## config.mk

```make
export PLATFORM = sky130hd
export DESIGN_NAME = align_shift_grs
export DESIGN_NICKNAME = d
export VERILOG_FILES = /design/src/rtl/fp_align_pkg.sv /design/src/rtl/grs_step_shift.sv /design/src/rtl/align_shift_grs.sv
export SDC_FILE = /design/constraint.sdc
export NUM_CORES = 1
export LEC_CHECK = 0
export CAP_MARGIN = 30
export CORE_AREA = 2 2 65 97
export CTS_CLUSTER_SIZE = 16
export DETAILED_ROUTE_END_ITERATION = 7
export DIE_AREA = 0 0 67 99
export PLACE_DENSITY = 0.73
export SETUP_SLACK_MARGIN = 0.05
export SKIP_LAST_GASP = 1
export SLEW_MARGIN = 20
export SYNTH_ARGS = -nofsm -noshare
export SYNTH_HDL_FRONTEND = slang
export SYNTH_SLANG_ARGS = --single-unit
export TNS_END_PERCENT = 100
```

## constraint.sdc

```tcl
create_clock -name clk -period 2.46 [get_ports clk]
set_clock_uncertainty 0.2 [all_clocks]
set_input_delay 0.738 -clock clk [delete_from_list [all_inputs] [get_ports clk]]
set_output_delay 0.738 -clock clk [all_outputs]
set_load 0.1 [all_outputs]
```

## src/rtl/fp_align_pkg.sv

```systemverilog
// Shared definitions for the exponent-alignment shifter: FSM state codes,
// GRS bit positions and the worst-case latency helper.
package fp_align_pkg;

    typedef logic [1:0] state_t;

    localparam state_t IDLE  = 2'd0;
    localparam state_t SHIFT = 2'd1;
    localparam state_t DONE  = 2'd2;

    localparam int GRS_G = 2;
    localparam int GRS_R = 1;
    localparam int GRS_S = 0;

    // Accept edge plus one edge per STEP-sized chunk of a fully saturated shift.
    function automatic int worst_latency(input int mant_w, input int step);
        return 1 + (mant_w + 2 + step - 1) / step;
    endfunction

endpackage

```

## src/rtl/grs_step_shift.sv

```systemverilog
// Combinational right shift by 0..STEP bits; sticky_o is the OR of the bits
// that fall off the bottom.
module grs_step_shift #(
    parameter int W_W = 26,
    parameter int K_W = 3
) (
    input  logic [W_W-1:0] w_i,
    input  logic [K_W-1:0] k_i,
    output logic [W_W-1:0] w_o,
    output logic           sticky_o
);

    logic [W_W-1:0] mask_s;

    // Shift and collect the discarded low bits.
    always_comb begin
        mask_s   = ~({W_W{1'b1}} << k_i);
        w_o      = w_i >> k_i;
        sticky_o = |(w_i & mask_s);
    end

endmodule

```

## src/rtl/align_shift_grs.sv

```systemverilog
// Iterative right-shift aligner producing mantissa plus {guard, round, sticky}.
// Define ALIGN_SATURATE_EN to finish over-range shifts in a single cycle.
module align_shift_grs
    import fp_align_pkg::*;
#(
    parameter int MANT_W  = 24,
    parameter int SHAMT_W = 8,
    parameter int STEP    = 4
) (
    input  logic               clk,
    input  logic               rst,
    input  logic               in_valid,
    output logic               in_ready,
    input  logic               in_sign,
    input  logic [MANT_W-1:0]  in_mant,
    input  logic [SHAMT_W-1:0] in_shamt,
    output logic               out_valid,
    input  logic               out_ready,
    output logic               out_sign,
    output logic [MANT_W-1:0]  out_mant,
    output logic [2:0]         out_grs
);

    localparam int W_W   = MANT_W + 2;
    localparam int REM_W = $clog2(W_W + 1);
    localparam int K_W   = $clog2(STEP + 1);
    localparam logic [REM_W-1:0] STEP_R = REM_W'(STEP);

    state_t            state_q, state_d;
    logic [W_W-1:0]    w_q, w_d;
    logic              s_q, s_d;
    logic              sign_q, sign_d;
    logic [REM_W-1:0]  rem_q, rem_d;

    logic [K_W-1:0]    k_s;
    logic [W_W-1:0]    sh_w_s;
    logic              sh_sticky_s;
    logic              sat_s;
    logic [REM_W-1:0]  rem_load_s;

    grs_step_shift #(
        .W_W (W_W),
        .K_W (K_W)
    ) u_step (
        .w_i      (w_q),
        .k_i      (k_s),
        .w_o      (sh_w_s),
        .sticky_o (sh_sticky_s)
    );

    // Per-cycle shift amount and saturated initial remainder.
    always_comb begin
        k_s        = (rem_q < STEP_R) ? rem_q[K_W-1:0] : K_W'(STEP);
        sat_s      = (32'(in_shamt) >= 32'(W_W));
        rem_load_s = sat_s ? REM_W'(W_W) : REM_W'(in_shamt);
    end

    // Next-state logic for the accept / shift / hold sequence.
    always_comb begin
        state_d = state_q;
        w_d     = w_q;
        s_d     = s_q;
        sign_d  = sign_q;
        rem_d   = rem_q;
        case (state_q)
            IDLE: begin
                if (in_valid) begin
                    sign_d = in_sign;
                    w_d    = {in_mant, 2'b00};
                    s_d    = 1'b0;
                    rem_d  = rem_load_s;
                    state_d = (rem_load_s == '0) ? DONE : SHIFT;
`ifdef ALIGN_SATURATE_EN
                    if (sat_s) begin
                        w_d     = '0;
                        s_d     = |in_mant;
                        rem_d   = '0;
                        state_d = DONE;
                    end else begin
                        state_d = (rem_load_s == '0) ? DONE : SHIFT;
                    end
`endif
                end else begin
                    state_d = IDLE;
                end
            end
            SHIFT: begin
                w_d   = sh_w_s;
                s_d   = s_q | sh_sticky_s;
                rem_d = rem_q - REM_W'(k_s);
                if (rem_q == REM_W'(k_s)) begin
                    state_d = DONE;
                end else begin
                    state_d = SHIFT;
                end
            end
            DONE: begin
                if (out_ready) begin
                    state_d = IDLE;
                end else begin
                    state_d = DONE;
                end
            end
            default: begin
                state_d = IDLE;
            end
        endcase
    end

    // State registers with synchronous reset that aborts any operation.
    always_ff @(posedge clk) begin
        if (rst) begin
            state_q <= IDLE;
            w_q     <= '0;
            s_q     <= 1'b0;
            sign_q  <= 1'b0;
            rem_q   <= '0;
        end else begin
            state_q <= state_d;
            w_q     <= w_d;
            s_q     <= s_d;
            sign_q  <= sign_d;
            rem_q   <= rem_d;
        end
    end

    // Outputs decode directly from registers, so they are glitch-free and hold under backpressure.
    always_comb begin
        in_ready         = (state_q == IDLE);
        out_valid        = (state_q == DONE);
        out_sign         = sign_q;
        out_mant         = w_q[W_W-1:2];
        out_grs[GRS_G]   = w_q[1];
        out_grs[GRS_R]   = w_q[0];
        out_grs[GRS_S]   = s_q;
    end

endmodule

```

-- After elaboration in Yosys (flattened, before gate mapping)
Cells that the tools add are included.
- input bits: 37
- register bits: 35
- logic and storage cells: 36
- output and inout port bits: 30
- order comparisons: 2
- equality and inequality tests: 4
- shift-type cells: 2
- bitwise operators: 3
- add/subtract/negate cells: 1
- muxes and demuxes: 13
- reduce and logical (&&, ||, !) cells: 6
- operators with widths (operator ; number):
    26-bit one-hot mux with 2 select lines ; 1
    26-bit bitwise AND ; 1
    26-bit two-way mux ; 1
    26-bit inverter ; 1
    26-bit OR reduction ; 1
    26-bit by 3-bit left shift with 26-bit output, first input constant ; 1
    26-bit by 3-bit right shift with 26-bit output ; 1
    5-bit two-way mux ; 2
    5-bit one-hot mux with 2 select lines ; 1
    8-bit by 5-bit >= comparator with 1-bit output, second input constant ; 1
    2-bit two-way mux ; 4
    2-bit one-hot mux with 3 select lines ; 1
    5-bit by 3-bit equality test with 1-bit output ; 1
    5-bit zero test ; 1
    5-bit by 3-bit less-than comparator with 1-bit output, second input constant ; 1
    5-bit by 3-bit subtractor with 5-bit output ; 1
    2-bit AND reduction ; 2
    3-bit two-way mux ; 1
    2-bit by 1-bit equality test with 1-bit output, second input constant ; 1
    2-bit equality test, second input constant ; 1
    2-bit zero test ; 1
    2-bit inequality test, second input constant ; 1
    1-bit one-hot mux with 2 select lines ; 1
    2-bit nonzero test ; 1
    other kinds (2) ; 2

-- Longest topological paths before layout
Gate-level depths: netlist of the first run.
- depth in word-level cells: 8
- depth in mapped cells: 10
- mapped depth without buffers: 8

-- By module
From an unflattened synthesis of the first run, not the netlist that was laid out.
- cells, all modules: 312
- area total of the unflattened synthesis: 2587.5 um^2
- modules (own cells, without submodules) (module ; instances ; cells each ; area an instance (um^2) ; sequential area each (um^2)):
    align_shift_grs ; 1 ; 217 ; 1679.1 ; 700.7
    grs_step_shift ; 1 ; 95 ; 908.4 ; 0.0

-- Worst setup path after synthesis of the first run
Ideal clock, no wire load.
- kind: reg-to-output
- start point: register state_q[1]
- end point: output out_valid
- stages on the path, launching flop included: 4
- path buffers: 1
- data required time: 1522 ps
- slack: -602 ps
- data arrival time: 2124 ps
- cells stage by stage: dfxtp_1 clkbuf_1 inv_1 nor2_1
- word-level cells in the longest chain between the ends: 1
- ends and longest elaborated chain (item ; RTL line ; text):
    start, declared ; align_shift_grs.sv:29 ; state_t state_q, state_d;
    start signal, assigned ; align_shift_grs.sv:119 ; state_q <= state_d;
    2-bit equality test ; align_shift_grs.sv:130 ; out_valid = (state_q == DONE);
    end, declared ; align_shift_grs.sv:17 ; output logic out_valid,
Every way passes these cells.

-- Worst setup path in the final report of the first run
Same ends and word-level chain as after synthesis.

==> results.md, run 1 <==
- Die area: 6633 µm²
- Leading register cell type out of synthesis: dfxtp_1
- Global-route wire length before repair: 14920 µm
- Chip Width: 67 µm
- CTS sink cnt: 35
- DP Area: 3591 µm²
- Filler Cells Inserted: 531
- Placeable Area: 5786 µm²
- I/O pin total: 67
- Critical Path RT: 1.52 ns
- GRT Overall Usage: 28.95%
- Hold Vio Cnt, Final: 0
- Routed length on met3: 595 µm
- Setup-failing EPs final: 0
- ANT nets after route: 0
- Area fraction of the dominant cell type after synthesis: 27.75%
- IO Port Bufs: 66
- Crit end category: output port
- Post-route cell area: 3666 µm²
- Antenna violations before repair: 0
- PnR worst setup slack: 0.2308 ns
- Drt pass-1 iters: 5
- CTS root buffer: clkbuf_8
- Gpl congestion: 0.9477
- Initial Util: 43.64%
- Max cap viols: 0
- DR WL/cell: 18.48 µm
- P&R area growth vs syn: 45.19%
- Most frequent cells in the layout: nand2_1, a21oi_1, nor2_1, clkdlybuf4s50_1, dfxtp_1
- Nets@finish: 449
- Final Util: 63.37%
- Crit path launch type: flop
- Detailed Route WL: 8906 µm
- Clock Latency Late Sink: 0.29 ns
- Max Freq: 448.6 MHz
- Inst Count DP: 476
- Worst slew pin tran: 0.5792 ns
- Post-synthesis sequential area ratio: 27.75%
- Fraction of layout cells with a size suffix above 1: 17.56%
- Worst slack at placement: 0.02492 ns
- Met2 wire length: 4495 µm
- Yosys cell types: 54
- Clock tree buffer depth: 2
- Max FO, Critical Path: 15
- Pin count of the biggest net entering global routing: 36
- Die H: 99 µm
- Leakage power: 1.345 nW
- Pwr Total: 2.533 mW
- Fin crit share: 90.62%
- Clock Pin Slew Worst Setup and Hold Paths: 0.07 ns
- Worst EP arrival: 1.29 ns
- Via count: 3029
- Synth async-reset ratio: 0%
- Status: finished clean
- Synth Cell Area: 2525 µm²
- CTS tree: built
- RSZ-0062 raised after global routing: no
- GR Overflow Total: 0
- Synth top area cells: dfxtp_1, mux2i_1, a21oi_1
- H-tree levels: 2
- Met1 Routed Length: 3454 µm
- DRC: 0
- Mapped Nets: 384
- CP Cell Sequence: inv_1, nor2_2, buf_12
- Top sig layer: met4
- Vias in the first global route: 3011
- Mapped Cells: 346
- Avg Inst Size Synth: 7.297 µm²
- Worst path max stage delay: 0.53 ns
- Hold crit path type: flop to flop
- Slew headroom: 61.24%
- Number of synthesized flops with an enable pin: 0
- Fin cells: 482
- Sum of negative setup slack: 0 ns
- Flops & latches, synth: 35
- Vias per inst: 6.284
- Leading cell type in the layout, fill and taps excluded: nand2_1
- Dpl hpwl: 6345 µm
- Peak supply drop: 0.3659 mV
- Crit Path Class: flop to output port
- Num CTS Buffers: 5
- Row count: 34
- Number of max-slew violations in the final report: 0
- Antenna cells: 0
- Synth area leader: dfxtp_1
- Ys Warns: 0
- Min Tclk post-route: 2.229 ns
- Min Hold Slack: 0.2608 ns
- CP max stage cell: dfxtp_2
- Initial DRC Count: 333
- Pwr/cell area: 690.9 nW/µm²
-- path summary, 6_finish.rpt --
| path | startpoint | to | slack [ns] | depth (start not counted) |
|---|---|---|---|---|
| setup / recovery | state_q[1] | out_valid | 0.23 | 3 |
| hold / removal | out_sign | out_sign | 0.26 | 2 |
| setup reg to reg | rem_q[3] | rem_q[2] | 0.24 | 7 |
| hold reg to reg | out_sign | out_sign | 0.26 | 2 |
-- sequential cells by signal, summed over array words and instances, names as in the netlist --
name / cells
state_q: 2
s_q: 1
out_sign: 1
rem_q: 5
w_q: 26
-- cell usage after synthesis, types with 2 or more instances --
| cell | count |
|---|---|
| nor4_1 | 2 |
| a311oi_1 | 7 |
| mux2i_1 | 21 |
| o21ai_0 | 15 |
| dfxtp_1 | 35 |
| buf_1 | 2 |
| nand3b_1 | 2 |
| o22ai_1 | 6 |
| buf_4 | 3 |
| o21a_1 | 3 |
| buf_6 | 3 |
| nor2_1 | 40 |
| a2111oi_0 | 2 |
| clkbuf_1 | 15 |
| a31oi_1 | 6 |
| nand4_1 | 2 |
| a211oi_1 | 10 |
| inv_1 | 10 |
| buf_2 | 7 |
| a21oi_1 | 41 |
| o211ai_1 | 3 |
| nand3_1 | 14 |
| mux4_2 | 2 |
| a211o_1 | 3 |
| nand2_1 | 43 |
| nor3_1 | 15 |
| nor2b_1 | 2 |
| a221oi_1 | 5 |
| a311o_1 | 2 |
-- cells by family (layout without fill, tap and decap cells) --
group | count (synthesis) | after routing | share of synthesized area (%)
other cells | 1 | 1 | 0.1485
flops | 35 | 35 | 27.75
mux | 23 | 23 | 10.11
fa+ha+maj | 1 | 1 | 0.4955
simple gates | 132 | 132 | 24.38
compound gates | 113 | 113 | 29.34
buf+inv | 41 | 105 | 7.780
-- per-layer routing --
layer	vias up	GRT usage [%]
met5	-	0
met2	164	45.70
met3	33	4.338
met4	0	14.91
li1	1402	-
met1	1430	37.44
-- area by class of cell --
| class | count | area [µm²] | share of cell area [%] |
|---|---|---|---|
| Inverter | 11 | 41.29 | 1.126 |
| Timing Repair Buffer | 88 | 1126 | 30.72 |
| Multi-Input combinational cell | 270 | 1633 | 44.54 |
| Tap cell | 72 | 90.09 | 2.457 |
| Sequential cell | 35 | 703.2 | 19.18 |
| Clock buffer | 6 | 72.57 | 1.980 |
-- worst max-delay path, delay by kind of cell, from the launching register on --
| kind | cells | cell delay (ns) |
|---|---|---|
| flops | 1 | 0.53 |
| buf+inv | 2 | 0.30 |
| simple gates | 1 | 0.17 |
-- power breakdown --
part           total [mW]  internal [mW]  switching, mW
Combinational        1.34          0.502          0.835
Clock               0.403          0.189          0.214
Sequential          0.792          0.637          0.155
Total                2.53           1.33           1.20
-- timing repair --
action,4_1_cts,5_1_grt
gates cloned,0,0
hold buffers,0,0
setup buffers,0,0
endpoints found under the setup margin,1,3
resized for setup,1,1
Note: power is estimated with default switching activity, not from simulation.
==> run 2, diff against run 1 <==
--- a/config.mk
+++ b/config.mk
@@ -6,15 +6,16 @@
 export NUM_CORES = 1
 export LEC_CHECK = 0
 export CAP_MARGIN = 30
-export CORE_AREA = 2 2 65 97
+export CORE_AREA = 2 2 65 98
 export CTS_CLUSTER_SIZE = 16
 export DETAILED_ROUTE_END_ITERATION = 7
-export DIE_AREA = 0 0 67 99
+export DIE_AREA = 0 0 67 100
 export PLACE_DENSITY = 0.73
 export SETUP_SLACK_MARGIN = 0.05
 export SKIP_LAST_GASP = 1
 export SLEW_MARGIN = 20
 export SYNTH_ARGS = -nofsm -noshare
 export SYNTH_HDL_FRONTEND = slang
+export SYNTH_HIERARCHICAL = 1
 export SYNTH_SLANG_ARGS = --single-unit
 export TNS_END_PERCENT = 100
==> run 2 against run 1 <==
Net effect:
- hold slack improved by 0.0039 ns
- die area increased by 1.0%
- combinational power increased by 3%
- synthesized area increased by 2.5%
- clock power increased by 4%
- flip-flop and latch count unchanged
- count of clock-buffer cells in the layout unchanged
- register-to-register slack got worse by 0.10 ns
- sequential share of layout area decreased by 0.38 points
- final area increased by 1.7%
- setup slack got worse by 0.091 ns
- highest routed layer unchanged
==> results.md, run 2 <==
- CP Cell Sequence: nor3_1, and2_1, buf_4, mux2_4, mux4_2, nand2_1, a311oi_1
- Hold Vio Cnt, Final: 0 (unchanged)
- Initial DRC Count: 119 (-64%)
- Synth area leader: dfxtp_1
- Switching pwr: 1.139 mW (-5.4%)
- H-tree levels: 2 (unchanged)
- Num CTS Buffers: 5 (unchanged)
- IO Port Bufs: 66 (unchanged)
- Number of synthesized flops with an enable pin: 0 (unchanged)
- Hold Buf Count CTS: 0 (unchanged)
- RR Endpoint: w_q[6]
- Antenna cells: 0 (unchanged)
- Via count: 2558 (-16%)
- Max cap viols: 0 (unchanged)
- Synth async-reset ratio: 0% (unchanged)
- GR Util met3: 3.924% (-0.41 points)
- CP max stage cell: mux4_2
- CTS resizes: 0 (-1)
- Min Tclk post-route: 2.320 ns (+0.09131 ns)
- Number of max-slew violations in the final report: 0 (unchanged)
- P&R area growth vs syn: 44.05%
- R2R Path Start: rem_q[4]
- Clock power share: 16.5% (+0.6 points)
- CTS root buffer: clkbuf_8
- GR peak layer: met2
- Registers with the most flip-flops: w_q x26, rem_q x5, state_q x2
- Clock Latency Late Sink: 0.28 ns (about the same)
- Fin cells: 450 (-6.6%)
- Peak supply drop: 0.3215 mV (-12%)
- Drt pass-1 iters: 7 (+2)
- Mapped Cells: 312 (-9.8%)
- Max Freq: 430.9 MHz (-3.9%)
- DR WL/cell: 16.00 µm (-13%)
- Nets@finish: 414 (-7.8%)
- Dpl hpwl: 5344 µm (-16%)
- R2r setup slk: 0.14 ns (-0.10 ns)
- Hold crit path type: flop to flop
- Switching Fraction: 44.72% (-2.8 points)
- Detailed Route WL: 7201 µm (-19%)
- Pwr Total: 2.548 mW (+0.59%)
- Worst path max stage delay: 0.45 ns (-0.08 ns)
- Vias per inst: 5.684 (-9.5%)
- I/O pin total: 67 (unchanged)
- Inst Count DP: 443 (-6.9%)
- GRT met2 Usage: 40.67% (-5.0 points)
- Reg2reg path depth: 7 (unchanged)
- CP startpoint: rem_q[4]
- CTS tree: built
- ANT nets after route: 0 (unchanged)
- Post-synthesis sequential area ratio: 27.08% (-0.67 points)
- Pin count of the biggest net entering global routing: 50 (+39%)
- Sequential cell fraction of total power: 29.4% (-1.9 points)
- Ys Warns: 6 (+6)
- Yosys cell types: 44 (-19%)
- Crit path launch type: flop
- Die area: 6700 µm² (+1.0%)
- Global-route wire length before repair: 11920 µm (-20%)
- Gate power share: 54.1% (+1.3 points)
- Pwr/cell area: 683.6 nW/µm² (-1.1%)
- Critical Path RT: 2.42 ns (+0.90 ns)
- Slew headroom: 61.37% (+0.12 points)
- Die H: 100 µm (+1.0%)
- Area fraction of the dominant cell type after synthesis: 27.08% (-0.67 points)
- RSZ-0062 raised after global routing: no
- Crit end category: flop
- Clock tree buffer depth: 2 (unchanged)
- Top post-synthesis cells by count: nand2_1, dfxtp_1, nor2_1
- Placeable Area: 5956 µm² (+2.9%)
- Fraction of layout cells with a size suffix above 1: 23.40% (+5.8 points)
- Flops & latches, synth: 35 (unchanged)
- Crit Path Class: flop to flop
- Min Hold Slack: 0.2647 ns (+0.003918 ns)
- Worst slew pin tran: 0.5788 ns (-0.0003675 ns)
- Synth top area cells: dfxtp_1, mux2i_1, nand2_1
- Max FFs per register: 26 (unchanged)
- Chip Width: 67 µm (unchanged)
- Row count: 35 (+2.9%)
- Setup Buffers After CTS: 0 (unchanged)
- Sum of negative setup slack: 0 ns (unchanged)
- Worst EP arrival: 2.28 ns (+0.99 ns)
- Top-count cell post-synth: nand2_1
- Status: finished clean
- DRC: 0 (unchanged)
- Most flops, register: w_q
- Leakage power: 1.554 nW (+16%)
- Most frequent cells in the layout: nand2_1, clkdlybuf4s50_1, dfxtp_1, nor2_1, mux2i_1
- Antenna violations before repair: 0 (unchanged)
- Post-route cell area: 3727 µm² (+1.7%)
- Max FO, Critical Path: 16 (+1)
- Leading register cell type out of synthesis: dfxtp_1
- Initial Util: 43.45% (-0.20 points)
- CTS sink cnt: 35 (unchanged)
- M1 GR Usage: 26.28% (-11 points)
- Avg Inst Size Synth: 8.293 µm² (+14%)
- Leading cell type in the layout, fill and taps excluded: nand2_1
- Setup-failing EPs final: 0 (unchanged)
- Gpl congestion: 0.9586 (+1.2%)
- Clock Pin Slew Worst Setup and Hold Paths: 0.07 ns (about the same)
- Final Util: 62.58% (-0.78 points)
- Vias in the first global route: 2549 (-15%)
- Fin crit share: 94.33% (+3.7 points)
- HP Start: out_sign
- Int Power: 1.408 mW (+6.0%)
- GRT Overall Usage: 22.67% (-6.3 points)
- PnR worst setup slack: 0.1395 ns (-0.09132 ns)
- Setup crit end: w_q[6]
- GR Overflow Total: 0 (unchanged)
- Worst slack at placement: 0.09371 ns (+0.06879 ns)
- Mapped Nets: 350 (-8.9%)
- DP Area: 3640 µm² (+1.4%)
- Synth Cell Area: 2587 µm² (+2.5%)
-- run 2: cell types whose count changed in the layout (fill, tap and decap cells not counted), sizes merged, moves of 4 or more --
cell | previous run | this run
mux4 | 2 | 6
o21ai | 15 | 7
mux2 | 0 | 22
nand2 | 44 | 63
buf | 52 | 47
a221oi | 5 | 1
a21oi | 42 | 12
inv | 10 | 5
a311oi | 7 | 24
nor3 | 16 | 6
nor2 | 41 | 34
mux2i | 21 | 32
a211oi | 11 | 0
nand3 | 14 | 5
-- run 2: power by group through the flow --
stage | clock (mW) | combinational [mW] | sequential, mW
global route | 0.461 | 1.45 | 0.762
global placement | 0 | 1.36 | 0.760
CTS | 0.439 | 1.38 | 0.749
floorplan | 0 | 0.567 | 1.09
detailed placement | 0 | 1.37 | 0.762
finish | 0.420 | 1.38 | 0.749
-- run 2: final cells by class --
type | count | area, µm²
timing repair buffer | 83 | 1101
sequential | 35 | 700.7
multi-input combinational | 246 | 1727
inverter | 5 | 18.77
clock buffer | 6 | 82.58
fill | 542 | 2228
tap | 74 | 92.59
clock inverter | 1 | 5.005
-- run 2: worst min path at each step --
stage	endpoint	slack (ns)	depth (start not counted)
floorplan	rem_q[0]	0.27	2
global placement	out_sign	0.25	2
detailed placement	out_sign	0.25	2
CTS	out_sign	0.27	2
global route	out_sign	0.30	2
finish	out_sign	0.26	2
-- run 2: logic make-up after synthesis --
logic type	after synthesis	synth area share, %
and+or+nand+nor	124	20.75
adders and majority gates	1	0.4835
buffers and inverters	31	6.383
DFF	35	27.08
AOI/OAI and AO/OA	60	17.26
muxes	60	27.90
other	1	0.1449
-- run 2: critical path, delay by kind of cell (launching register included) --
kind	cells	cell delay, ns
mux	2	0.78
simple gates	3	0.53
flops	1	0.34
buf+inv	1	0.26
compound gates	1	0.08
-- run 2: metal layers --
| metal | up-vias | part of all wire (%) |
|---|---|---|
| met3 | 11 | 4.7 |
| met5 | - | 0 |
| met2 | 89 | 54 |
| li1 | 1270 | - |
| met4 | 0 | 1.5 |
| met1 | 1188 | 40 |
